==> src/rtl/fa16_share_arbiter.sv <==
// Round-robin arbiter sharing one external 16-bit ripple adder (FA16b) between NREQ requesters.
// Optional carry-chained, locked multi-word adds are built when FA_ARB_CHAIN_EN is defined.
module fa16_share_arbiter #(
  parameter int NREQ = 3,
  parameter int W    = 16
) (
  input  logic              clk,
  input  logic              rst,
  input  logic [NREQ-1:0]   req,
  input  logic [NREQ*W-1:0] op_a,
  input  logic [NREQ*W-1:0] op_b,
  input  logic [NREQ-1:0]   op_cin,
`ifdef FA_ARB_CHAIN_EN
  input  logic [NREQ-1:0]   req_lock,
  input  logic [NREQ-1:0]   req_chain,
`endif
  output logic [NREQ-1:0]   gnt,
  output logic [NREQ-1:0]   rsp_valid,
  output logic [W-1:0]      rsp_sum,
  output logic              rsp_cout,
  output logic              busy,
  output logic [W-1:0]      fa_a,
  output logic [W-1:0]      fa_b,
  output logic              fa_cin,
  input  logic [W-1:0]      fa_sum,
  input  logic              fa_cout
);

  localparam int IW = (NREQ > 1) ? $clog2(NREQ) : 1;

  typedef enum logic {IDLE, EXEC} state_t;

  state_t          state_q, state_d;
  logic [IW-1:0]   ptr_q;
  logic [NREQ-1:0] elig;
  logic            win_found;
  logic [IW-1:0]   win;
  logic [IW-1:0]   idx;
  logic            cin_sel;

`ifdef FA_ARB_CHAIN_EN
  logic            lock_q;
  logic [IW-1:0]   lock_id_q;
  logic            carry_q;
`endif

  assign busy = (state_q == EXEC);

  // Winner search starts one past the last grant so every held request is reached within NREQ grants.
  always_comb begin
    elig      = req;
    win_found = 1'b0;
    win       = ptr_q;
    idx       = '0;
`ifdef FA_ARB_CHAIN_EN
    if (lock_q)
      elig = req & (NREQ'(1) << lock_id_q);
`endif
    for (int k = 1; k <= NREQ; k++) begin
      idx = IW'((int'(ptr_q) + k) % NREQ);
      if (!win_found && elig[idx]) begin
        win_found = 1'b1;
        win       = idx;
      end
    end
  end

  always_comb begin
    cin_sel = op_cin[win];
`ifdef FA_ARB_CHAIN_EN
    if (req_chain[win])
      cin_sel = carry_q;
`endif
  end

  always_comb begin
    state_d = state_q;
    case (state_q)
      IDLE:    if (win_found) state_d = EXEC;
      EXEC:    state_d = IDLE;
      default: state_d = IDLE;
    endcase
  end

  // Stage boundary: grant edge latches operands into the adder; exec edge captures the settled result.
  always_ff @(posedge clk) begin
    if (rst) begin
      state_q   <= IDLE;
      ptr_q     <= IW'(NREQ - 1);
      gnt       <= '0;
      rsp_valid <= '0;
      rsp_sum   <= '0;
      rsp_cout  <= 1'b0;
      fa_a      <= '0;
      fa_b      <= '0;
      fa_cin    <= 1'b0;
`ifdef FA_ARB_CHAIN_EN
      lock_q    <= 1'b0;
      lock_id_q <= '0;
      carry_q   <= 1'b0;
`endif
    end else begin
      state_q   <= state_d;
      gnt       <= '0;
      rsp_valid <= '0;
      if (state_q == IDLE && win_found) begin
        gnt    <= NREQ'(1) << win;
        ptr_q  <= win;
        fa_a   <= op_a[int'(win)*W +: W];
        fa_b   <= op_b[int'(win)*W +: W];
        fa_cin <= cin_sel;
`ifdef FA_ARB_CHAIN_EN
        // Only the lock holder can win while locked, so this both sets and releases the lock.
        lock_q <= req_lock[win];
        if (req_lock[win])
          lock_id_q <= win;
`endif
      end
      if (state_q == EXEC) begin
        rsp_sum   <= fa_sum;
        rsp_cout  <= fa_cout;
        rsp_valid <= NREQ'(1) << ptr_q;
`ifdef FA_ARB_CHAIN_EN
        carry_q   <= fa_cout;
`endif
      end
    end
  end

endmodule

==> config.mk <==
export PLATFORM = sky130hd
export DESIGN_NAME = fa16_share_arbiter
export DESIGN_NICKNAME = d
export VERILOG_FILES = /design/src/rtl/fa16_share_arbiter.sv
export SDC_FILE = /design/constraint.sdc
export NUM_CORES = 1
export LEC_CHECK = 0
export BUFFER_PORTS_ARGS = -buffer_cell sky130_fd_sc_hd__buf_2
export CORE_MARGIN = 2
export CORE_UTILIZATION = 39
export DETAILED_ROUTE_END_ITERATION = 7
export GPL_TIMING_DRIVEN = 0
export PLACE_DENSITY_LB_ADDON = 0.3
export SLEW_MARGIN = 20
export SYNTH_ARGS = -nofsm -noshare
export SYNTH_HDL_FRONTEND = slang
export SYNTH_SLANG_ARGS = --single-unit
==> constraint.sdc <==
create_clock -name clk -period 2.15 [get_ports clk]
set_input_delay 0.215 -clock clk [delete_from_list [all_inputs] [get_ports clk]]
set_output_delay 0.215 -clock clk [all_outputs]
set_load 0.02 [all_outputs]
# Word level (Yosys, flattened, before mapping)

Cells that the tools add are included.

Register bits: 59
Word-level logic and storage cells: 48
Output and inout port bits: 57
Bits of input ports: 121
Bits in read-only memories: 0
Latch bits: 0
RAM bits: 0
Memories: 0

Order comparisons: 4
Shift operators: 4
Bitwise operators: 2
Reductions and logical operators: 7
Divide/modulo/power cells: 3
Multiplexer cells: 16
$mul: 0
Eq/ne operators: 0
$add $sub $neg: 3

Operator list:

| cell                                                                  | count |
|---|---|
| 32-bit by 3-bit modulo with 32-bit output (second input constant)     | 3 |
| 48-bit by 7-bit indexed part select with 16-bit output                | 2 |
| 2-bit by 3-bit < comparator with 1-bit output (second input constant) | 4 |
| 1-bit binary-select mux with 2-bit select                             | 4 |
| 1-bit two-way mux                                                     | 8 |
| 2-bit by 2-bit adder with 3-bit output (second input constant)        | 2 |
| 2-bit two-way mux                                                     | 3 |
| 1-bit by 2-bit << shifter with 3-bit output (first input constant)    | 2 |
| 2-bit OR reduction                                                    | 2 |
| 2-bit by 1-bit adder with 3-bit output (second input constant)        | 1 |
| 1-bit logical AND                                                     | 3 |
| 1-bit zero test                                                       | 2 |
| 1-bit NOT                                                             | 2 |
| 1-bit one-hot mux with 2 select lines                                 | 1 |

# Logic depth before layout (Yosys ltp)

Gate-level depths: netlist of run 1.

Depth in word-level cells: 14
Depth in mapped cells: 10
Mapped depth without buffers: 8

# Worst setup path after synthesis of run 1

Ideal clock, no wire load.

Path kind: reg2reg
Start: reg ptr_q[0]
End: reg fa_b[10]
Setup slack: -167 ps
Path buffers: 2
Library setup time: 133 ps
Stages on the path, launching flop included: 10
Arrival time: 2183 ps
Data required time: 2017 ps
Clock period less this slack: 2317 ps
Cell sequence: dfxtp_1 > inv_1 > ha_1 > buf_2 > or2_4 > and3_4 > a211oi_4 > nand2b_4 > buf_6 > o221ai_1

Word-level cells in the longest chain between the ends: 12

Ends and longest elaborated chain:

| what                                                                                               | line     | source |
|---|---|---|
| start, declared                                                                                    | 34       | `logic [IW-1:0] ptr_q;` |
| start signal, assigned                                                                             | 89       | `ptr_q <= IW'(NREQ - 1);` |
| start signal, assigned                                                                             | 108      | `ptr_q <= win;` |
| 2-bit by 1-bit adder with 3-bit output                                                             | 60       | `idx = IW'((int'(ptr_q) + k) % NREQ);` |
| 32-bit by 3-bit modulo with 32-bit output                                                          | 60       |  |
| 1-bit binary-select mux with 2-bit select                                                          | 61       | `if (!win_found && elig[idx]) begin` |
| 1-bit two-way mux (not written as such)                                                            | 61       |  |
| 1-bit two-way mux                                                                                  | 61       |  |
| 1-bit zero test                                                                                    | 61       |  |
| 1-bit logical AND                                                                                  | 61       |  |
| 1-bit two-way mux                                                                                  | 61       |  |
| 1-bit zero test                                                                                    | 61       |  |
| 1-bit logical AND                                                                                  | 61       |  |
| 2-bit two-way mux / 1-bit two-way mux (equally long branches)                                      | 61       |  |
| 48-bit by 7-bit indexed part select with 16-bit output / 1-bit logical AND (equally long branches) | 110, 106 |  |
| end signal, assigned                                                                               | 110      | `fa_b <= op_b[int'(win)*W +: W];` |
| end, declared                                                                                      | 23       | `output logic [W-1:0] fa_b,` |

Parallel ways exist; a longest one is shown, timed or not. The select of a mux whose other input is x is not followed.
A chain may end at the register's enable or synchronous reset.

# Worst setup path in the final report of run 1

Start: reg ptr_q[0]
End: reg fa_a[15]

Word-level cells in the longest chain between the ends: 12

Ends and longest elaborated chain:

| what                                                                                               | line     | source |
|---|---|---|
| 2-bit by 1-bit adder with 3-bit output                                                             | 60       |  |
| 32-bit by 3-bit modulo with 32-bit output                                                          | 60       |  |
| 1-bit binary-select mux with 2-bit select                                                          | 61       |  |
| 1-bit two-way mux (not written as such)                                                            | 61       |  |
| 1-bit two-way mux                                                                                  | 61       |  |
| 1-bit zero test                                                                                    | 61       |  |
| 1-bit logical AND                                                                                  | 61       |  |
| 1-bit two-way mux                                                                                  | 61       |  |
| 1-bit zero test                                                                                    | 61       |  |
| 1-bit logical AND                                                                                  | 61       |  |
| 2-bit two-way mux / 1-bit two-way mux (equally long branches)                                      | 61       |  |
| 48-bit by 7-bit indexed part select with 16-bit output / 1-bit logical AND (equally long branches) | 109, 106 |  |
| end signal, assigned                                                                               | 109      | `fa_a <= op_a[int'(win)*W +: W];` |
| end, declared                                                                                      | 22       | `output logic [W-1:0] fa_a,` |

Parallel ways exist; a longest one is shown, timed or not. The select of a mux whose other input is x is not followed.

==> flow_summary.html, run 1 <==
<table>
<tr><th>Metric</th><th>Value</th></tr>
<tr><th colspan="2">Critical path</th></tr>
<tr><td>CP Data Arrival Time</td><td>2.53 ns</td></tr>
<tr><td>Destination of the worst register-to-register timing path</td><td>fa_a[15]</td></tr>
<tr><td>Critical path fanouts, max</td><td>10</td></tr>
<tr><td>Delay-heaviest family, CP</td><td>multiplexers</td></tr>
<tr><td>Required time reported for the critical path endpoint</td><td>2.41 ns</td></tr>
<tr><td>Start of the worst register-to-register path</td><td>ptr_q[0]</td></tr>
<tr><td>Cells on worst reg2reg path</td><td>9</td></tr>
<tr><td>Critical path class</td><td>reg2reg</td></tr>
<tr><td>R2R Setup Slk</td><td>-0.13 ns</td></tr>
<tr><td>Sequence of cells on the critical path</td><td>inv_4 -&gt; ha_4 -&gt; mux2_4 -&gt; mux2_4 -&gt; nor4b_4 -&gt; a211oi_4 -&gt; nand2b_4 -&gt; buf_8 -&gt; o221ai_2</td></tr>
<tr><td>Most repeated library cell on the critical path</td><td>sky130_fd_sc_hd__mux2_4</td></tr>
<tr><td>Combined buffer and inverter count along the critical path</td><td>2</td></tr>
<tr><td>Critical path's slowest cell</td><td>sky130_fd_sc_hd__dfxtp_4</td></tr>
<tr><td>Startpoint Class</td><td>flip-flop</td></tr>
<tr><td>Slowest cell delay on critical path</td><td>0.37 ns</td></tr>
<tr><td>Critical Path End Type</td><td>flip-flop</td></tr>
<tr><th colspan="2">Synthesis</th></tr>
<tr><td>Number of enable flip-flop cells after synthesis</td><td>0</td></tr>
<tr><td>Dominant synthesized flop cell</td><td>sky130_fd_sc_hd__dfxtp_1</td></tr>
<tr><td>Number of cells produced by synthesis</td><td>298</td></tr>
<tr><td>Sequential fraction of the synthesis area</td><td>0.408</td></tr>
<tr><td>Synthesized net count</td><td>423</td></tr>
<tr><td>Yosys Warn Count</td><td>0</td></tr>
<tr><td>Post-synthesis async set-or-reset flop share</td><td>0</td></tr>
<tr><td>Flip-flop and latch count after synthesis</td><td>59</td></tr>
<tr><td>Count of unique library cells instantiated by Yosys</td><td>38</td></tr>
<tr><td>Average cell area after synthesis</td><td>9.70 um^2</td></tr>
<tr><td>Cell Area, Synth</td><td>2890 um^2</td></tr>
<tr><th colspan="2">Min path</th></tr>
<tr><td>Worst-case hold path end point</td><td>rsp_sum[0]</td></tr>
<tr><td>Type of the tightest min-delay check</td><td>in2reg</td></tr>
<tr><td>Launch point of the worst hold path</td><td>fa_sum[0]</td></tr>
<tr><td>Worst hold path stage count</td><td>3</td></tr>
<tr><th colspan="2">Global routing</th></tr>
<tr><td>Initial antenna violation count</td><td>0</td></tr>
<tr><td>Final global-route overflow total</td><td>0</td></tr>
<tr><td>GRT Overall Usage</td><td>0.213</td></tr>
<tr><td>Maximum number of pins on one net before global-route repair</td><td>11</td></tr>
<tr><td>Number of global-route vias before repair</td><td>2978</td></tr>
<tr><td>First-pass GRT wire length</td><td>14000 um</td></tr>
<tr><th colspan="2">Floorplan</th></tr>
<tr><td>Number of ports placed on the die boundary</td><td>178</td></tr>
<tr><td>Core footprint</td><td>7210 um^2</td></tr>
<tr><td>Initial cell density of the core</td><td>0.401</td></tr>
<tr><td>Die outline width</td><td>90.1 um</td></tr>
<tr><td># rows</td><td>31</td></tr>
<tr><td>Area of the die</td><td>8120 um^2</td></tr>
<tr><td>Die span in y</td><td>90.1 um</td></tr>
<tr><th colspan="2">Clock tree</th></tr>
<tr><td>Bufs on Longest Clock Path</td><td>2</td></tr>
<tr><td>Worst-path clk slew</td><td>0.06 ns</td></tr>
<tr><td>Buffer cell driving the clock tree root</td><td>sky130_fd_sc_hd__clkbuf_8</td></tr>
<tr><td>Clock insertion delay at the later pin of the skew report</td><td>0.34 ns</td></tr>
<tr><td>CTS tree</td><td>yes</td></tr>
<tr><td>Hold-fix buffers at CTS</td><td>0</td></tr>
<tr><td>Number of buffers created by CTS</td><td>9</td></tr>
<tr><td>CTS H-tree lvls</td><td>3</td></tr>
<tr><td>Sink Count</td><td>59</td></tr>
<tr><th colspan="2">STA</th></tr>
<tr><td>Minimum setup slack in the final design</td><td>-0.126 ns</td></tr>
<tr><td>Final number of hold-violating endpoints</td><td>0</td></tr>
<tr><td>Post-route fraction of the period consumed by the critical path</td><td>1.06</td></tr>
<tr><td>Max-slew headroom at the worst pin</td><td>0.564</td></tr>
<tr><td>Number of slew-limit violations in the final report</td><td>0</td></tr>
<tr><td>Setup Skew</td><td>0.00830 ns</td></tr>
<tr><td>Final Setup Violations</td><td>35</td></tr>
<tr><td>Peak Freq</td><td>439 MHz</td></tr>
<tr><td>Setup repair after global routing missed its margin</td><td>true</td></tr>
<tr><td>Final Critical Period</td><td>2.28 ns</td></tr>
<tr><td>Slew at the pin closest to its max-slew limit</td><td>0.653 ns</td></tr>
<tr><th colspan="2">Power and ir drop</th></tr>
<tr><td>Power per cell area</td><td>1500 nW/um^2</td></tr>
<tr><td>Overall power consumption</td><td>6.93 mW</td></tr>
<tr><td>Lkg Pwr</td><td>2.36 nW</td></tr>
<tr><td>Worst-case vdd ir drop</td><td>0.670 mV</td></tr>
<tr><th colspan="2">Job</th></tr>
<tr><td># Max-Cap Violations</td><td>0</td></tr>
<tr><th colspan="2">Detailed routing</th></tr>
<tr><td>WL per Instance</td><td>14.7 um</td></tr>
<tr><td>Detailed-routing iteration count for the pre-antenna-repair pass</td><td>4</td></tr>
<tr><td>Vias/cell</td><td>4.87</td></tr>
<tr><td>DRT antenna net count</td><td>0</td></tr>
<tr><td>First-iteration detailed-routing DRC count</td><td>70</td></tr>
<tr><td>Number of remaining DRC errors</td><td>0</td></tr>
<tr><td>Vias post-DR</td><td>2983</td></tr>
<tr><td>Total wire length</td><td>9040 um</td></tr>
<tr><th colspan="2">Final layout</th></tr>
<tr><td>Commonest cells after routing, fill and taps aside</td><td>sky130_fd_sc_hd__buf_2 (179), sky130_fd_sc_hd__dfxtp_1 (57), sky130_fd_sc_hd__mux2i_1 (42)</td></tr>
<tr><td>Area Growth Syn to Fin</td><td>59.7%</td></tr>
<tr><td>Share of final-layout standard cells stronger than drive strength 1</td><td>0.543</td></tr>
<tr><td>Finished Layout Cells</td><td>613</td></tr>
<tr><td>Ant. Diodes</td><td>0</td></tr>
<tr><td>Leading cell type in the layout, fill and taps excluded</td><td>sky130_fd_sc_hd__buf_2</td></tr>
<tr><td>Fill cell instance count of the final layout</td><td>645</td></tr>
<tr><td>Total number of nets in the final design</td><td>634</td></tr>
<tr><th colspan="2">Outcome</th></tr>
<tr><td>Result of the run</td><td>complete, but fails checks</td></tr>
<tr><td>Failing checks</td><td>setup timing</td></tr>
<tr><th colspan="2">Placement</th></tr>
<tr><td>Final weighted congestion in routability-driven placement</td><td>0.869</td></tr>
<tr><td>Number of I/O port buffers</td><td>176</td></tr>
<tr><td>Number of placed instances, taps included</td><td>573</td></tr>
<tr><td>Dpl hpwl</td><td>6340 um</td></tr>
</table>
how the worst max path moves through the flow:
stage / start / slack, ns / end / cells after the start
6_report: ptr_q[0] / -0.13 / fa_a[15] / 9
5_1_grt: ptr_q[0] / -0.21 / fa_a[15] / 9
4_1_cts: ptr_q[0] / -0.10 / fa_b[13] / 10
3_5_place_dp: ptr_q[1] / -0.62 / fa_a[15] / 9
3_3_place_gp: ptr_q[1] / -0.46 / fa_a[12] / 9
2_1_floorplan: ptr_q[0] / 0.02 / fa_b[10] / 9
state kept, by name, indices dropped and copies added, names as in the netlist:
register	cells
fa_a	16
fa_b	16
rsp_sum	16
gnt	3
rsp_valid	3
ptr_q	2
busy	1
fa_cin	1
rsp_cout	1
final cells by class:
class,instances,area [um^2],share of cell area
clock buffer,13,139,0.0301
tap,99,124,0.0268
multi-input combinational,185,1700,0.368
timing repair buffer,200,1120,0.242
sequential,59,1190,0.257
clock inverter,3,15.0,0.00325
buffer,20,198,0.0428
inverter,34,135,0.0293
report_power, final:
part | leakage (nW) | total, mW | internal [mW] | switching (mW)
logic | 1.79 | 4.50 | 2.19 | 2.31
clock network | 0.0812 | 0.833 | 0.413 | 0.419
registers | 0.487 | 1.60 | 1.44 | 0.160
timing repair:
item,in CTS,in global routing
endpoints found under the setup margin,37,36
pin swaps,15,9
resized for setup,38,32
cloned,3,1
setup buffers,15,5
per-layer routing:
metal	vias to the layer above	track usage	wire length [um]	part of all wire
li1	1475	-	-	-
met1	1356	0.258	3760	0.42
met2	133	0.348	4390	0.49
met3	19	0.0604	670	0.074
met4	0	0.100	215	0.024
met5	-	0	0	0
metrics by stage:
step                TNS, ns  hold slack, ns  area, um^2   util  worst slack (ns)
floorplan                 0           0.363        2930      -            0.0153
global placement     -13.73           0.440        3940  0.545            -0.463
detailed placement   -17.16           0.444        3940  0.545            -0.616
CTS                   -2.70           0.106        4390  0.609            -0.102
global route          -5.71           0.115        4620  0.640            -0.205
finish                -2.94           0.111        4620  0.640            -0.126
synth_stat cells (4+ instances only):
master | instances | share of area
sky130_fd_sc_hd__mux2i_1 | 53 | 0.18
sky130_fd_sc_hd__nor2_1 | 21 | 0.027
sky130_fd_sc_hd__o221ai_1 | 29 | 0.088
sky130_fd_sc_hd__clkbuf_1 | 4 | 0.0052
sky130_fd_sc_hd__a21oi_1 | 6 | 0.010
sky130_fd_sc_hd__inv_1 | 34 | 0.044
sky130_fd_sc_hd__dfxtp_1 | 59 | 0.41
sky130_fd_sc_hd__buf_6 | 6 | 0.023
sky130_fd_sc_hd__nand2_1 | 33 | 0.043
sky130_fd_sc_hd__ha_1 | 4 | 0.017
sky130_fd_sc_hd__buf_2 | 7 | 0.012
kinds of logic (layout without fill, tap and decap cells):
kind of cell             count (synthesis)  count (layout)  synth area share
buffers and inverters                   54             270            0.0900
AO/OA/AOI/OAI                           56              56             0.168
multiplexers                            56              56             0.198
AND/OR/NAND/NOR                         69              69             0.118
flip-flops                              59              59             0.408
adder cells (fa/ha/maj)                  4               4            0.0173
worst min-delay path, cell delays in order:
cell	delay, ns
sky130_fd_sc_hd__buf_2	0.08
sky130_fd_sc_hd__mux2i_1	0.05
sky130_fd_sc_hd__nor2_1	0.08
No activity file was read; power rests on OpenSTA's default activity.
==> run 2, diff against run 1 <==
PLACE_DENSITY = 0.77   (was unset)
PLACE_DENSITY_LB_ADDON = unset   (was 0.3)
==> run 2 against run 1 <==
Against the previous run:
- the run still ends with setup timing left
- total power increased by 6.8%
- cell count unchanged
- non-clock buffer count unchanged
- critical path type unchanged
- first-iteration DRC count increased by 1.4%
- clock skew increased by 0.0048 ns
- sequential power about the same
- highest routed layer unchanged
- count of clock-buffer cells in the layout increased by 1
- clock power increased by 7.1%
- combinational power increased by 9.1%
==> flow_summary.html, run 2 (synthesized netlist as in run 1, its figures left out) <==
<table>
<tr><th>Metric</th><th>Value</th></tr>
<tr><th colspan="2">Detailed routing</th></tr>
<tr><td>First-iteration detailed-routing DRC count</td><td>71 (+1.4%)</td></tr>
<tr><td>DRT antenna net count</td><td>0 (unchanged)</td></tr>
<tr><td>Vias/cell</td><td>5.07 (+4.1%)</td></tr>
<tr><td>Vias post-DR</td><td>3106 (+4.1%)</td></tr>
<tr><td>Detailed-routing iteration count for the pre-antenna-repair pass</td><td>4 (unchanged)</td></tr>
<tr><td>WL per Instance</td><td>15.8 um (+7.3%)</td></tr>
<tr><td>Total wire length</td><td>9700 um (+7.3%)</td></tr>
<tr><td>Number of remaining DRC errors</td><td>0 (unchanged)</td></tr>
<tr><th colspan="2">Clock tree</th></tr>
<tr><td>Bufs on Longest Clock Path</td><td>2 (unchanged)</td></tr>
<tr><td>CTS H-tree lvls</td><td>3 (unchanged)</td></tr>
<tr><td>Worst-path clk slew</td><td>0.07 ns (about the same)</td></tr>
<tr><td>CTS tree</td><td>yes</td></tr>
<tr><td>Hold-fix buffers at CTS</td><td>0 (unchanged)</td></tr>
<tr><td>Clock insertion delay at the later pin of the skew report</td><td>0.32 ns (-0.02 ns)</td></tr>
<tr><td>Sink Count</td><td>59 (unchanged)</td></tr>
<tr><td>Number of buffers created by CTS</td><td>9 (unchanged)</td></tr>
<tr><td>Buffer cell driving the clock tree root</td><td>sky130_fd_sc_hd__clkbuf_8</td></tr>
<tr><th colspan="2">STA</th></tr>
<tr><td>Minimum setup slack in the final design</td><td>-0.139 ns (-0.0129 ns)</td></tr>
<tr><td>Peak Freq</td><td>437 MHz (-0.56%)</td></tr>
<tr><td>Setup Skew</td><td>0.0131 ns (+0.00476 ns)</td></tr>
<tr><td>Final number of hold-violating endpoints</td><td>0 (unchanged)</td></tr>
<tr><td>Max-slew headroom at the worst pin</td><td>0.525 (-0.0392)</td></tr>
<tr><td>Post-route worst hold slack</td><td>0.131 ns (+0.0204 ns)</td></tr>
<tr><td>Number of slew-limit violations in the final report</td><td>0 (unchanged)</td></tr>
<tr><td>Final Setup Violations</td><td>34 (-2.9%)</td></tr>
<tr><td>Post-route fraction of the period consumed by the critical path</td><td>1.06 (+0.00601)</td></tr>
<tr><td>Final Critical Period</td><td>2.29 ns (+0.0129 ns)</td></tr>
<tr><td>Slew at the pin closest to its max-slew limit</td><td>0.712 ns (+0.0588 ns)</td></tr>
<tr><td>Setup repair after global routing missed its margin</td><td>true</td></tr>
<tr><th colspan="2">Min path</th></tr>
<tr><td>Type of the tightest min-delay check</td><td>in2reg</td></tr>
<tr><td>Launch point of the worst hold path</td><td>fa_cout</td></tr>
<tr><th colspan="2">Critical path</th></tr>
<tr><td>Required time reported for the critical path endpoint</td><td>2.34 ns (-0.07 ns)</td></tr>
<tr><td>Start of the worst register-to-register path</td><td>ptr_q[0]</td></tr>
<tr><td>Critical path class</td><td>reg2reg</td></tr>
<tr><td>Critical Path End Type</td><td>flip-flop</td></tr>
<tr><td>Critical path fanouts, max</td><td>10 (unchanged)</td></tr>
<tr><td>Crit path launch</td><td>ptr_q[0]</td></tr>
<tr><td>CP Data Arrival Time</td><td>2.48 ns (-0.05 ns)</td></tr>
<tr><td>Startpoint Class</td><td>flip-flop</td></tr>
<tr><th colspan="2">Global routing</th></tr>
<tr><td>Number of global-route vias before repair</td><td>3040 (+2.1%)</td></tr>
<tr><td>Initial antenna violation count</td><td>0 (unchanged)</td></tr>
<tr><td>First-pass GRT wire length</td><td>14500 um (+3.3%)</td></tr>
<tr><td>Maximum number of pins on one net before global-route repair</td><td>11 (unchanged)</td></tr>
<tr><td>GRT Overall Usage</td><td>0.218 (+0.00483)</td></tr>
<tr><td>Final global-route overflow total</td><td>0 (unchanged)</td></tr>
<tr><th colspan="2">Floorplan</th></tr>
<tr><td>Die span in y</td><td>90.1 um (unchanged)</td></tr>
<tr><td>Die outline width</td><td>90.1 um (unchanged)</td></tr>
<tr><td>Core footprint</td><td>7210 um^2 (unchanged)</td></tr>
<tr><td># rows</td><td>31 (unchanged)</td></tr>
<tr><td>Number of ports placed on the die boundary</td><td>178 (unchanged)</td></tr>
<tr><td>Area of the die</td><td>8120 um^2 (unchanged)</td></tr>
<tr><td>Initial cell density of the core</td><td>0.401 (unchanged)</td></tr>
<tr><th colspan="2">Outcome</th></tr>
<tr><td>Failing checks</td><td>setup timing</td></tr>
<tr><td>Result of the run</td><td>complete, but fails checks</td></tr>
<tr><th colspan="2">Power and ir drop</th></tr>
<tr><td>Part of the power in the clock network</td><td>0.121 (about the same)</td></tr>
<tr><td>Power per cell area</td><td>1530 nW/um^2 (+1.8%)</td></tr>
<tr><td>Combinational share of power</td><td>0.663 (+0.013)</td></tr>
<tr><td>Lkg Pwr</td><td>2.40 nW (+1.9%)</td></tr>
<tr><td>Switching power total</td><td>3.06 mW (+5.6%)</td></tr>
<tr><td>Fraction of power spent switching nets</td><td>0.413 (-0.00458)</td></tr>
<tr><td>Sequential power share</td><td>0.217 (-0.013)</td></tr>
<tr><td>Internal Dissipation</td><td>4.35 mW (+7.6%)</td></tr>
<tr><td>Worst-case vdd ir drop</td><td>0.607 mV (-9.4%)</td></tr>
<tr><th colspan="2">Final layout</th></tr>
<tr><td>Leading cell type in the layout, fill and taps excluded</td><td>sky130_fd_sc_hd__buf_2</td></tr>
<tr><td>Largest registers ranked by flip-flop count</td><td>fa_a (16), fa_b (16), rsp_sum (16)</td></tr>
<tr><td>Commonest cells after routing, fill and taps aside</td><td>sky130_fd_sc_hd__buf_2 (179), sky130_fd_sc_hd__dfxtp_1 (57), sky130_fd_sc_hd__mux2i_1 (35)</td></tr>
<tr><td>Share of final-layout standard cells stronger than drive strength 1</td><td>0.589 (+0.0467)</td></tr>
<tr><td>Total number of nets in the final design</td><td>634 (unchanged)</td></tr>
<tr><td>Ant. Diodes</td><td>0 (unchanged)</td></tr>
<tr><td>Area Growth Syn to Fin</td><td>67.6%</td></tr>
<tr><td>Finished Layout Cells</td><td>613 (unchanged)</td></tr>
<tr><td>Post-layout utilization of the core</td><td>0.672 (+0.0316)</td></tr>
<tr><th colspan="2">Placement</th></tr>
<tr><td>Number of placed instances, taps included</td><td>573 (unchanged)</td></tr>
<tr><td>Dpl hpwl</td><td>6550 um (+3.2%)</td></tr>
<tr><td>Number of I/O port buffers</td><td>176 (unchanged)</td></tr>
<tr><td>Final weighted congestion in routability-driven placement</td><td>0.833 (-4.1%)</td></tr>
<tr><th colspan="2">Job</th></tr>
<tr><td># Max-Cap Violations</td><td>0 (unchanged)</td></tr>
</table>
[run 2: cell count changes in the layout (fill, tap and decap cells not counted), moves of 2 or more]
cell                        before  now
sky130_fd_sc_hd__o221ai_2       13   27
sky130_fd_sc_hd__clkbuf_8        9   11
sky130_fd_sc_hd__clkbuf_16       1    3
sky130_fd_sc_hd__buf_6           9    5
sky130_fd_sc_hd__mux2i_2         7   10
sky130_fd_sc_hd__mux2i_1        42   35
sky130_fd_sc_hd__mux2i_4         4    8
sky130_fd_sc_hd__buf_12          2    5
sky130_fd_sc_hd__o221ai_1       19    5
[run 2: final timing paths]
kind / end / slack (ns) / depth (start not counted)
hold reg to reg: fa_b[9] / 0.47 / 2
setup / recovery: fa_a[7] / -0.14 / 10
hold / removal: rsp_cout / 0.13 / 3
setup reg to reg: fa_a[7] / -0.14 / 10
[run 2: per-stage QoR]
stage	power, mW	TNS, ns	area, um^2	worst slack (ns)
4_1_cts	6.50	-2.69	4420	-0.117
2_1_floorplan	4.08	0	2930	0.0153
3_5_place_dp	4.97	-12.71	3940	-0.432
3_3_place_gp	4.87	-11.07	3940	-0.390
5_1_grt	7.82	-6.25	4850	-0.241
6_report	7.40	-3.08	4850	-0.139
[run 2: power by group through the flow]
stage	combinational [mW]	sequential, mW	clock (mW)
after floorplan	2.11	1.97	0
after global placement	3.26	1.61	0
after detailed placement	3.36	1.62	0
after CTS	3.99	1.60	0.904
after global routing	5.23	1.63	0.962
final	4.91	1.60	0.892
[run 2: layer usage]
metal,part of all wire,vias up,wire length [um],global-route usage
met1,0.40,1455,3850,0.251
met5,0,-,0,0
met4,0.033,0,320,0.0885
met3,0.060,28,584,0.0461
met2,0.51,146,4940,0.390
li1,-,1477,-,-
[run 2: layout make-up]
type,instances,area [um^2]
Buffer,20,211
Clock inverter,2,10.0
Multi-Input combinational cell,185,1860
Fill cell,568,2370
Sequential cell,59,1190
Timing Repair Buffer,200,1150
Tap cell,99,124
Inverter,34,133
Clock buffer,14,163
[run 2: repair_timing]
item	CTS	global route
hold endpoints to repair	0	0
setup buffers	13	7
gates resized for setup	39	56
endpoints found under the setup margin	36	36
pin swaps	11	7
cloned	1	3
[run 2: worst max-delay path, stage by stage (launching register included)]
cell and delay, ns:
sky130_fd_sc_hd__dfxtp_4 0.36, sky130_fd_sc_hd__buf_4 0.14, sky130_fd_sc_hd__ha_4 0.17, sky130_fd_sc_hd__mux2_4 0.33, sky130_fd_sc_hd__a211o_1 0.29, sky130_fd_sc_hd__a21oi_2 0.14
sky130_fd_sc_hd__o21ai_2 0.06, sky130_fd_sc_hd__buf_6 0.16, sky130_fd_sc_hd__buf_6 0.17, sky130_fd_sc_hd__mux2i_1 0.21, sky130_fd_sc_hd__o221ai_2 0.13
